==> src/rtl/daq_spi_pkg.sv <==
// Shared definitions for the DAQ 3-wire SPI engines: FSM encoding, instruction fields, widths.
package daq_spi_pkg;

    localparam int unsigned INSTR_W    = 16;
    localparam int unsigned ADC_DATA_W = 8;
    localparam int unsigned SPI_RW_BIT = 15;
    localparam int unsigned SPI_W_LSB  = 13;
    localparam int unsigned SPI_ADDR_W = 13;
    localparam logic        SPI_READ   = 1'b1;

    typedef logic [2:0] spi_state_t;

    localparam spi_state_t StIdle  = 3'd0;
    localparam spi_state_t StReq   = 3'd1;
    localparam spi_state_t StSetup = 3'd2;
    localparam spi_state_t StInstr = 3'd3;
    localparam spi_state_t StTurn  = 3'd4;
    localparam spi_state_t StData  = 3'd5;
    localparam spi_state_t StHold  = 3'd6;
    localparam spi_state_t StDone  = 3'd7;

    // Single-byte read instruction: R/W flag, W1:W0 = 00, 13-bit register address.
    function automatic logic [INSTR_W-1:0] read_instr(input logic [15:0] addr);
        logic [INSTR_W-1:0] instr;
        instr                       = '0;
        instr[SPI_RW_BIT]           = SPI_READ;
        instr[SPI_W_LSB +: 2]       = 2'b00;
        instr[SPI_ADDR_W-1:0]       = addr[SPI_ADDR_W-1:0];
        return instr;
    endfunction

endpackage

==> src/rtl/adc_spi_reader_if.sv <==
// Control-unit handshake plus shared SPI pin signals of the ADC register-read engine.
interface adc_spi_reader_if;
    import daq_spi_pkg::*;

    logic                  request_read;
    logic [15:0]           adc_address;
    logic [2:0]            adc_select;
    logic                  busy;
    logic                  done;
    logic [ADC_DATA_W-1:0] adc_data_readback;
    logic                  bus_req;
    logic                  bus_grant;
    logic                  sclk;
    logic                  sdio_o;
    logic                  sdio_oe;
    logic                  sdio_i;
    logic [7:0]            adc_csb;

    modport slave (
        input  request_read, adc_address, adc_select, bus_grant, sdio_i,
        output busy, done, adc_data_readback, bus_req, sclk, sdio_o, sdio_oe, adc_csb
    );

    modport master (
        output request_read, adc_address, adc_select, bus_grant, sdio_i,
        input  busy, done, adc_data_readback, bus_req, sclk, sdio_o, sdio_oe, adc_csb
    );

endinterface

==> src/rtl/spi_clk_strobe.sv <==
// Half-period divider: toggles sclk every HALF_DIV cycles while enabled, with rise/fall strobes.
module spi_clk_strobe #(
    parameter int unsigned HALF_DIV = 4
) (
    input  logic sys_clk,
    input  logic reset,
    input  logic enable,
    output logic sclk,
    output logic rise,
    output logic fall
);

    localparam logic [7:0] LastCnt = 8'(HALF_DIV - 1);

    logic [7:0] cnt_q;
    logic       sclk_q;
    logic       edge_now;

    // Strobes mark the cycle whose closing sys_clk edge moves sclk.
    assign edge_now = enable && (cnt_q == LastCnt);
    assign rise     = edge_now && !sclk_q;
    assign fall     = edge_now && sclk_q;
    assign sclk     = sclk_q;

    always_ff @(posedge sys_clk) begin
        if (reset || !enable) begin
            cnt_q  <= '0;
            sclk_q <= 1'b0;
        end else if (edge_now) begin
            cnt_q  <= '0;
            sclk_q <= !sclk_q;
        end else begin
            cnt_q  <= cnt_q + 8'd1;
        end
    end

endmodule

==> src/rtl/adc_spi_reader.sv <==
// ADC register-read engine: arbitrates for the shared 3-wire SPI pins, sends a read
// instruction, turns sdio around and shifts back one data byte.
module adc_spi_reader #(
    parameter int unsigned HALF_DIV = 4
) (
    input logic             sys_clk,
    input logic             reset,
    adc_spi_reader_if.slave bus
);
    import daq_spi_pkg::*;

    localparam logic [7:0] SetupLast = 8'(HALF_DIV);
    localparam logic [7:0] HoldLast  = 8'(HALF_DIV - 1);

    spi_state_t            state_q, state_d;
    logic [7:0]            wait_q;
    logic [4:0]            bit_q;
    logic [INSTR_W-1:0]    instr_q;
    logic [ADC_DATA_W-1:0] shift_q;
    logic [ADC_DATA_W-1:0] readback_q;
    logic [2:0]            sel_q;
    logic                  sclk_en;
    logic                  sclk;
    logic                  rise;
    logic                  fall;
    logic                  csb_active;
    logic                  oe;

    assign sclk_en = (state_q == StInstr) || (state_q == StTurn) || (state_q == StData);

    spi_clk_strobe #(
        .HALF_DIV(HALF_DIV)
    ) u_strobe (
        .sys_clk(sys_clk),
        .reset  (reset),
        .enable (sclk_en),
        .sclk   (sclk),
        .rise   (rise),
        .fall   (fall)
    );

    // SETUP lasts HALF_DIV+1 cycles counting its entry cycle; HOLD lasts HALF_DIV.
    always_comb begin
        state_d = state_q;
        case (state_q)
            StIdle:  if (bus.request_read)                  state_d = StReq;
            StReq:   if (bus.bus_grant)                     state_d = StSetup;
            StSetup: if (wait_q == SetupLast)               state_d = StInstr;
            StInstr: if (rise && bit_q == 5'd15)            state_d = StTurn;
            StTurn:  if (fall)                              state_d = StData;
            StData:  if (fall && bit_q == 5'd8)             state_d = StHold;
            StHold:  if (wait_q == HoldLast)                state_d = StDone;
            StDone:                                         state_d = StIdle;
            default:                                        state_d = StIdle;
        endcase
    end

    always_ff @(posedge sys_clk) begin
        if (reset) begin
            state_q    <= StIdle;
            wait_q     <= '0;
            bit_q      <= '0;
            instr_q    <= '0;
            shift_q    <= '0;
            sel_q      <= '0;
            readback_q <= '0;
        end else begin
            state_q <= state_d;
            if (state_d != state_q) begin
                wait_q <= '0;
                bit_q  <= '0;
            end else begin
                if (state_q == StSetup || state_q == StHold) wait_q <= wait_q + 8'd1;
                if (rise) bit_q <= bit_q + 5'd1;
            end
            if (state_q == StIdle && bus.request_read) begin
                instr_q <= read_instr(bus.adc_address);
                sel_q   <= bus.adc_select;
            end
            if (state_q == StInstr && fall) instr_q <= {instr_q[INSTR_W-2:0], 1'b0};
            if (state_q == StData && rise) shift_q <= {shift_q[ADC_DATA_W-2:0], bus.sdio_i};
            if (state_q == StHold && state_d == StDone) readback_q <= shift_q;
        end
    end

    assign csb_active = (state_q == StSetup) || (state_q == StInstr) || (state_q == StTurn) ||
                        (state_q == StData) || (state_q == StHold);
    assign oe         = (state_q == StSetup) || (state_q == StInstr) || (state_q == StTurn);

    assign bus.busy              = (state_q != StIdle);
    assign bus.done              = (state_q == StDone);
    assign bus.bus_req           = (state_q == StReq) || csb_active;
    assign bus.adc_csb           = csb_active ? ~(8'd1 << sel_q) : 8'hFF;
    assign bus.sdio_oe           = oe;
    assign bus.sdio_o            = oe ? instr_q[INSTR_W-1] : 1'b0;
    assign bus.sclk              = sclk;
    assign bus.adc_data_readback = readback_q;

endmodule

==> src/flat_wrapper.sv <==
// flat-port wrapper written by rule: the top's interface ports become plain ports
module adc_spi_reader_flat import daq_spi_pkg::*;
#(
    parameter int unsigned HALF_DIV = 4
)
  (sys_clk, reset, bus_request_read, bus_adc_address, bus_adc_select, bus_bus_grant, bus_sdio_i, bus_busy, bus_done, bus_adc_data_readback, bus_bus_req, bus_sclk, bus_sdio_o, bus_sdio_oe, bus_adc_csb);
  adc_spi_reader_if bus_i ();
  input logic sys_clk;
  input logic reset;
  input wire logic [$bits(bus_i.request_read)-1:0] bus_request_read;
  input wire logic [$bits(bus_i.adc_address)-1:0] bus_adc_address;
  input wire logic [$bits(bus_i.adc_select)-1:0] bus_adc_select;
  input wire logic [$bits(bus_i.bus_grant)-1:0] bus_bus_grant;
  input wire logic [$bits(bus_i.sdio_i)-1:0] bus_sdio_i;
  output wire logic [$bits(bus_i.busy)-1:0] bus_busy;
  output wire logic [$bits(bus_i.done)-1:0] bus_done;
  output wire logic [$bits(bus_i.adc_data_readback)-1:0] bus_adc_data_readback;
  output wire logic [$bits(bus_i.bus_req)-1:0] bus_bus_req;
  output wire logic [$bits(bus_i.sclk)-1:0] bus_sclk;
  output wire logic [$bits(bus_i.sdio_o)-1:0] bus_sdio_o;
  output wire logic [$bits(bus_i.sdio_oe)-1:0] bus_sdio_oe;
  output wire logic [$bits(bus_i.adc_csb)-1:0] bus_adc_csb;
  assign bus_i.request_read = bus_request_read;
  assign bus_i.adc_address = bus_adc_address;
  assign bus_i.adc_select = bus_adc_select;
  assign bus_i.bus_grant = bus_bus_grant;
  assign bus_i.sdio_i = bus_sdio_i;
  assign bus_busy = bus_i.busy;
  assign bus_done = bus_i.done;
  assign bus_adc_data_readback = bus_i.adc_data_readback;
  assign bus_bus_req = bus_i.bus_req;
  assign bus_sclk = bus_i.sclk;
  assign bus_sdio_o = bus_i.sdio_o;
  assign bus_sdio_oe = bus_i.sdio_oe;
  assign bus_adc_csb = bus_i.adc_csb;
  adc_spi_reader #(.HALF_DIV(HALF_DIV)) u_core (.sys_clk(sys_clk), .reset(reset), .bus(bus_i));
endmodule
==> config.mk <==
export PLATFORM = sky130hd
export DESIGN_NAME = adc_spi_reader_flat
export DESIGN_NICKNAME = d
export VERILOG_FILES = /design/src/rtl/daq_spi_pkg.sv /design/src/rtl/adc_spi_reader_if.sv /design/src/rtl/spi_clk_strobe.sv /design/src/rtl/adc_spi_reader.sv /design/src/flat_wrapper.sv
export SDC_FILE = /design/constraint.sdc
export NUM_CORES = 1
export LEC_CHECK = 0
export ABC_AREA = 1
export CORE_UTILIZATION = 53
export DETAILED_ROUTE_END_ITERATION = 12
export PLACE_DENSITY = 0.8
export SLEW_MARGIN = 0
export SYNTH_ARGS = -nofsm -noshare
export SYNTH_HDL_FRONTEND = slang
export SYNTH_SLANG_ARGS = --single-unit
==> constraint.sdc <==
create_clock -name sys_clk -period 2.2 [get_ports sys_clk]
set_input_delay 0.66 -clock sys_clk [delete_from_list [all_inputs] [get_ports sys_clk]]
set_output_delay 0.66 -clock sys_clk [all_outputs]
set_load 0.1 [all_outputs]
==> run_results.csv, run 1 <==
group,metric,value,unit
power,p_per_area,702,nW/um^2
critical_path,crit_arrival,1.50,ns
critical_path,crit_fanout,4,
die,rows,26,
yosys,ys_seq_area_share,41.0,%
drt,drt-total-wl,6110,um
final_layout,n_fill_cell,402,
grt,grt_use_total,22.1,%
final_layout,final_area,3840,um^2
power,cellLeakagePower,1.47,nW
min_path,worstHoldEndpoint,"u_core.bus.adc_data_readback[2]",
drt,routed-via-count,2587,
placement,dp_slack,0.111,ns
grt,grt_max_degree,30,
grt,antenna_found_initial,0,
final_layout,syn_to_final_growth,31.1,%
yosys,synth_cell_types,39,
die,io_pins,46,
power,power_frac_seq,42.3,%
timing,hold_ws,0.465,ns
timing,fin_crit,2.16,ns
power,p_int,2.01,mW
placement,dp_cells,500,
min_path,hp-start,"u_core.bus.adc_data_readback[2]",
timing,setup_tns,0,ns
clock_tree,cts_buffers,9,
power,pwr-share-comb,13.5,%
yosys,syn_inst,390,
timing,hold_violations,0,
power,p_switching,0.687,mW
die,fp.dieH,76.3,um
critical_path,reg2reg_from,"u_core.u_strobe.cnt_q[0]",
drt,vias_per_cell,5.01,
placement,place_area,3560,um^2
critical_path,reg2reg_slack,0.29,ns
min_path,hp-class,"register to register",
min_path,hold_depth,2,
placement,dp_hpwl,4350,um
clock_tree,cts_tree,"done",
drt,avgRoutedWirePerCell,11.8,um
timing,setup_viol,0,
clock_tree,htreeDepth,3,
clock_tree,clock-root-buffer,"clkbuf_8",
die,die_area,5830,um^2
yosys,syn_area,2930,um^2
die,start_util,56.3,%
final_layout,instances_no_fill,516,
yosys,yosys_warnings,0,
clock_tree,ctsHoldBuffers,0,
critical_path,criticalPathCategory,"register to output port",
timing,setup_ws,0.0380,ns
critical_path,reg2reg_to,"u_core.wait_q[7]",
clock_tree,clock-sinks,60,
clock_tree,ctsLongestPathBuffers,2,
final_layout,antenna_cells,0,
yosys,synth_fp_nets,420,
critical_path,endpoint_kind,"output port",
timing,slew_violations,0,
drt,first_pass_iters,4,
clock_tree,path_clk_slew,0.07,ns
drt,drt_iter0_drc,127,
placement,gp_congestion,0.784,
clock_tree,cts_setup_buffers,0,
drt,remaining_drc_errors,0,
final_layout,utilization,73.8,%
timing,max_slew_margin,76.0,%
power,power,2.70,mW
run,cap_violations,0,
final_layout,final_cell_mix,"nand2_1 (77), dfxtp_1 (57), nor2_1 (42)",
die,coreArea,5200,um^2
timing,worst_slew_pin_slew,0.357,ns
final_layout,layout-drive-gt1-share,20.9,%
drt,detail-route-antenna-nets,0,
power,irDropWorstVdd,370,uV
final_layout,layout_commonest_cell,"nand2_1",
grt,grt_pass1_vias,2474,
grt,grt_pass1_wl,10600,um
yosys,synth-seq-cells,60,
grt,gr-total-overflow,0,
timing,clock_skew,0.00525,ns
critical_path,startpoint_type,"register",
power,clkPwrFrac,44.2,%
clock_tree,clkLatencyLatePin,0.33,ns
timing,fin_crit_sh,98.3,%
critical_path,reg2reg_depth,10,
placement,port_buffers,42,
die,die_x,76.3,um
timing,max_clock_freq,0.463,GHz
final_layout,fin_nets,471,
yosys,synth_area_per_cell,7.51,um^2
run_status,status,"finished clean",
critical_path,required,1.54,ns
power,power.share.switching,25.5,%
## Yosys cell counts, drive strengths merged
master   number  area share, %
nand2        86             12
dfxtp        60             41
nor2         57            8.8
inv          47            6.3
nand3        37            7.5
a21oi        27            4.7
a31oi        14            3.0
o21ai        13            2.2
xor2         11            3.3
buf           7            2.1
ha            6            2.6
clkbuf        5           0.64
nand4         5            1.1
nor3          3            1.1
or2           3           0.64
a21boi        2           0.51
nor4          2           0.64
and3          1           0.21
clkinv        1           0.56
nor3b         1           0.26
o2111ai       1           0.30
xnor2         1           0.30
## flip-flops by register name, indices dropped and copies added, names as in the netlist
name and count:
u_core.bit_q 5, u_core.bus.adc_data_readback 8, u_core.instr_q 16, u_core.sel_q 3, u_core.shift_q 8, u_core.state_q 3
u_core.u_strobe.cnt_q 8, u_core.u_strobe.sclk 1, u_core.wait_q 8
## layer usage
metal  vias up  track usage (%)  wire length (um)
met4         0             7.50                54
met3         6             7.54               354
met5         -                0                 0
li1       1355                -                 -
met1      1179             27.3              2810
met2        47             35.9              2890
## repair_timing
item / in CTS / in global routing
setup endpoints to repair: 10 / 12
cloned: 0 / 0
gates resized for setup: 7 / 8
## logic make-up after synthesis
family,share of synthesized area [%]
AND/OR/NAND/NOR,32.5
XOR/XNOR,3.59
flip-flops,41.0
adder cells (fa/ha/maj),2.56
AO/OA/AOI/OAI,10.8
buffers and inverters,9.61
## worst max-delay path by stage
stage                       from               end  slack [ns]  cells after the start
2_1_floorplan  u_core.state_q[1]        bus_sdio_o       -0.06                      4
3_3_place_gp       bus_bus_grant  u_core.wait_q[1]        0.16                      9
3_5_place_dp       bus_bus_grant  u_core.wait_q[0]        0.11                      9
4_1_cts        u_core.state_q[2]    bus_adc_csb[5]       0.002                      7
5_1_grt        u_core.state_q[2]       bus_bus_req      -0.007                      5
6_report       u_core.state_q[0]       bus_bus_req        0.04                      5
## cell type report
type,count,area (um^2),area share (%)
multi-input combinational,270,1490,38.7
sequential,60,1210,31.5
clock inverter,6,111,2.90
timing repair buffer,52,616,16.0
tap,70,87.6,2.28
inverter,48,200,5.22
clock buffer,10,128,3.32
## power by group through the flow
stage / sequential, mW / combinational (mW) / clock, mW
final: 1.14 / 0.364 / 1.19
after global routing: 1.14 / 0.390 / 1.28
after CTS: 1.14 / 0.357 / 1.22
after detailed placement: 1.16 / 0.354 / 0
after global placement: 1.16 / 0.348 / 0
after floorplan: 1.16 / 0.231 / 0
## worst max-delay path: stages, from the launching register on
cell	delay, ns
dfxtp_4	0.38
nand2_2	0.10
nand2_1	0.11
nand2_2	0.08
or2_2	0.32
buf_12	0.17
(Power assumes the default switching activity.)
==> inputs of run 2 (changes only) <==
--- a/config.mk
+++ b/config.mk
@@ -6,9 +6,11 @@
 export NUM_CORES = 1
 export LEC_CHECK = 0
 export ABC_AREA = 1
-export CORE_UTILIZATION = 53
+export CORE_ASPECT_RATIO = 0.5
+export CORE_UTILIZATION = 55
+export CTS_BUF_LIST = sky130_fd_sc_hd__clkbuf_8
 export DETAILED_ROUTE_END_ITERATION = 12
-export PLACE_DENSITY = 0.8
+export PLACE_DENSITY = 0.82
 export SLEW_MARGIN = 0
 export SYNTH_ARGS = -nofsm -noshare
 export SYNTH_HDL_FRONTEND = slang
==> constraint.sdc (replaced) <==
create_clock -name sys_clk -period 2.2 [get_ports sys_clk]
set_input_delay 0.66 -clock sys_clk [delete_from_list [all_inputs] [get_ports sys_clk]]
set_output_delay 0.66 -clock sys_clk [all_outputs]
set_load 0.01 [all_outputs]
==> run_results.csv, run 2 (synthesized netlist as in run 1, its figures left out) <==
group,metric,value,unit
run_status,status,"finished clean",
clock_tree,clock-root-buffer,"clkbuf_8",
power,clkPwrFrac,42.0,%
timing,hold_ws,0.454,ns
timing,max_slew_margin,72.7,%
grt,gr-total-overflow,0,
timing,fin_crit,2.11,ns
drt,remaining_drc_errors,0,
placement,dp_hpwl,4470,um
clock_tree,clkLatencyLatePin,0.35,ns
critical_path,startpoint_type,"register",
final_layout,layout-drive-gt1-share,16.5,%
clock_tree,ctsLongestPathBuffers,2,
die,fp.dieH,53.6,um
timing,setup_viol,0,
timing,slew_violations,0,
grt,grt_max_degree,28,
drt,avgRoutedWirePerCell,11.9,um
final_layout,top_register,"u_core.instr_q",
drt,drt_iter0_drc,57,
timing,max_clock_freq,0.474,GHz
run,cap_violations,0,
grt,grt_pass1_wl,10100,um
clock_tree,path_clk_slew,0.07,ns
grt,antenna_found_initial,0,
timing,setup_tns,0,ns
drt,drt-total-wl,6190,um
placement,port_buffers,42,
critical_path,crit_path_frequent_cell,"nand2_1",
drt,first_pass_iters,5,
final_layout,syn_to_final_growth,25.3,%
die,rows,18,
grt,grt_pass1_vias,2357,
power,p_switching,0.623,mW
power,irDropWorstVdd,417,uV
timing,fin_crit_sh,96.0,%
power,pwr-share-comb,10.4,%
power,cellLeakagePower,1.37,nW
power,p_per_area,653,nW/um^2
critical_path,required,1.54,ns
critical_path,path_cells,"nand2_1 -> nand2_2 -> inv_2 -> nor2_4 -> nand2_1 -> dlygate4sd2_1",
min_path,hp-class,"register to register",
die,die_x,105,um
final_layout,fin_nets,474,
final_layout,largest_reg_flops,16,
power,power.share.switching,26.0,%
clock_tree,cts_tree,"done",
timing,worst_slew_pin_slew,0.406,ns
critical_path,cp_slowest_cell,"dfxtp_2",
critical_path,endpoint_kind,"output port",
grt,grt_use_total,23.6,%
clock_tree,clock-sinks,60,
critical_path,path_buf_inv,2,
timing,hold_violations,0,
critical_path,cpLargestDelayFamily,"simple AND/OR/NAND/NOR gates",
clock_tree,cts_buffers,9,
drt,detail-route-antenna-nets,0,
clock_tree,ctsHoldBuffers,0,
die,io_pins,46,
critical_path,crit_arrival,1.45,ns
placement,gp_congestion,0.833,
die,coreArea,5020,um^2
critical_path,reg2reg_slack,0.20,ns
final_layout,layout_commonest_cell,"nand2_1",
power,p_int,1.77,mW
critical_path,criticalPathCategory,"register to output port",
critical_path,cp_slowest_stage_delay,0.38,ns
final_layout,final_cell_mix,"nand2_1 (78), dfxtp_1 (57), nor2_1 (42)",
die,start_util,58.3,%
final_layout,antenna_cells,0,
power,power_frac_seq,47.6,%
timing,clock_skew,0.00558,ns
critical_path,crit_fanout,5,
drt,vias_per_cell,5.18,
die,die_area,5640,um^2
clock_tree,htreeDepth,3,
drt,routed-via-count,2690,
==> run 2: cell count changes in the layout (fill, tap and decap cells not counted), moves of 2 or more <==
| cell | change |
|---|---|
| clkdlybuf4s50_1 | +9 |
| clkdlybuf4s15_1 | +3 |
| dlygate4sd2_1 | +9 |
| buf_4 | -5 |
| buf_12 | -14 |
| bufinv_16 | -2 |
==> run 2: layout make-up <==
type | instances | area (um^2)
clock buffer | 10 | 138
clock inverter | 6 | 63.8
fill | 384 | 1350
inverter | 48 | 200
multi-input combinational | 270 | 1470
sequential | 60 | 1210
tap | 70 | 87.6
timing repair buffer | 55 | 502
==> run 2: layer usage <==
metal,global-route usage [%],wire length (um),vias up
met1,26.7,2720,1252
met2,42.0,3090,52
met4,10.8,129,0
met5,0,0,-
met3,7.87,259,12
li1,-,-,1374
==> run 2: metrics by stage <==
step | area, um^2 | total power [mW] | worst slack (ns) | util [%] | std cells
detailed placement | 3450 | 1.41 | 0.00270 | 68.6 | 502
finish | 3670 | 2.40 | 0.0884 | 73.1 | 519
global placement | 3450 | 1.41 | 0.0479 | 68.6 | 502
floorplan | 2930 | 1.32 | 0.546 | - | 390
global route | 3670 | 2.50 | -0.00625 | 73.1 | 519
CTS | 3660 | 2.41 | 0.0305 | 72.9 | 519
==> run 2: final timing paths <==
path	cells past startpoint	end	start
setup / recovery	6	bus_adc_csb[5]	u_core.state_q[1]
hold / removal	1	u_core.u_strobe.cnt_q[0]	u_core.u_strobe.cnt_q[0]
setup reg to reg	10	u_core.wait_q[1]	u_core.u_strobe.cnt_q[0]
hold reg to reg	1	u_core.u_strobe.cnt_q[0]	u_core.u_strobe.cnt_q[0]
==> run 2: power groups by stage <==
stage / Combinational, mW / Clock [mW] / Sequential, mW
finish: 0.248 / 1.01 / 1.14
global route: 0.272 / 1.09 / 1.14
CTS: 0.247 / 1.02 / 1.14
detailed placement: 0.249 / 0 / 1.16
global placement: 0.244 / 0 / 1.16
floorplan: 0.158 / 0 / 1.16
==> run 2: timing repair <==
action                                  CTS  global route
resized for setup                        24             7
gates cloned                              0             0
setup buffers                             1             0
endpoints found under the setup margin   13            10
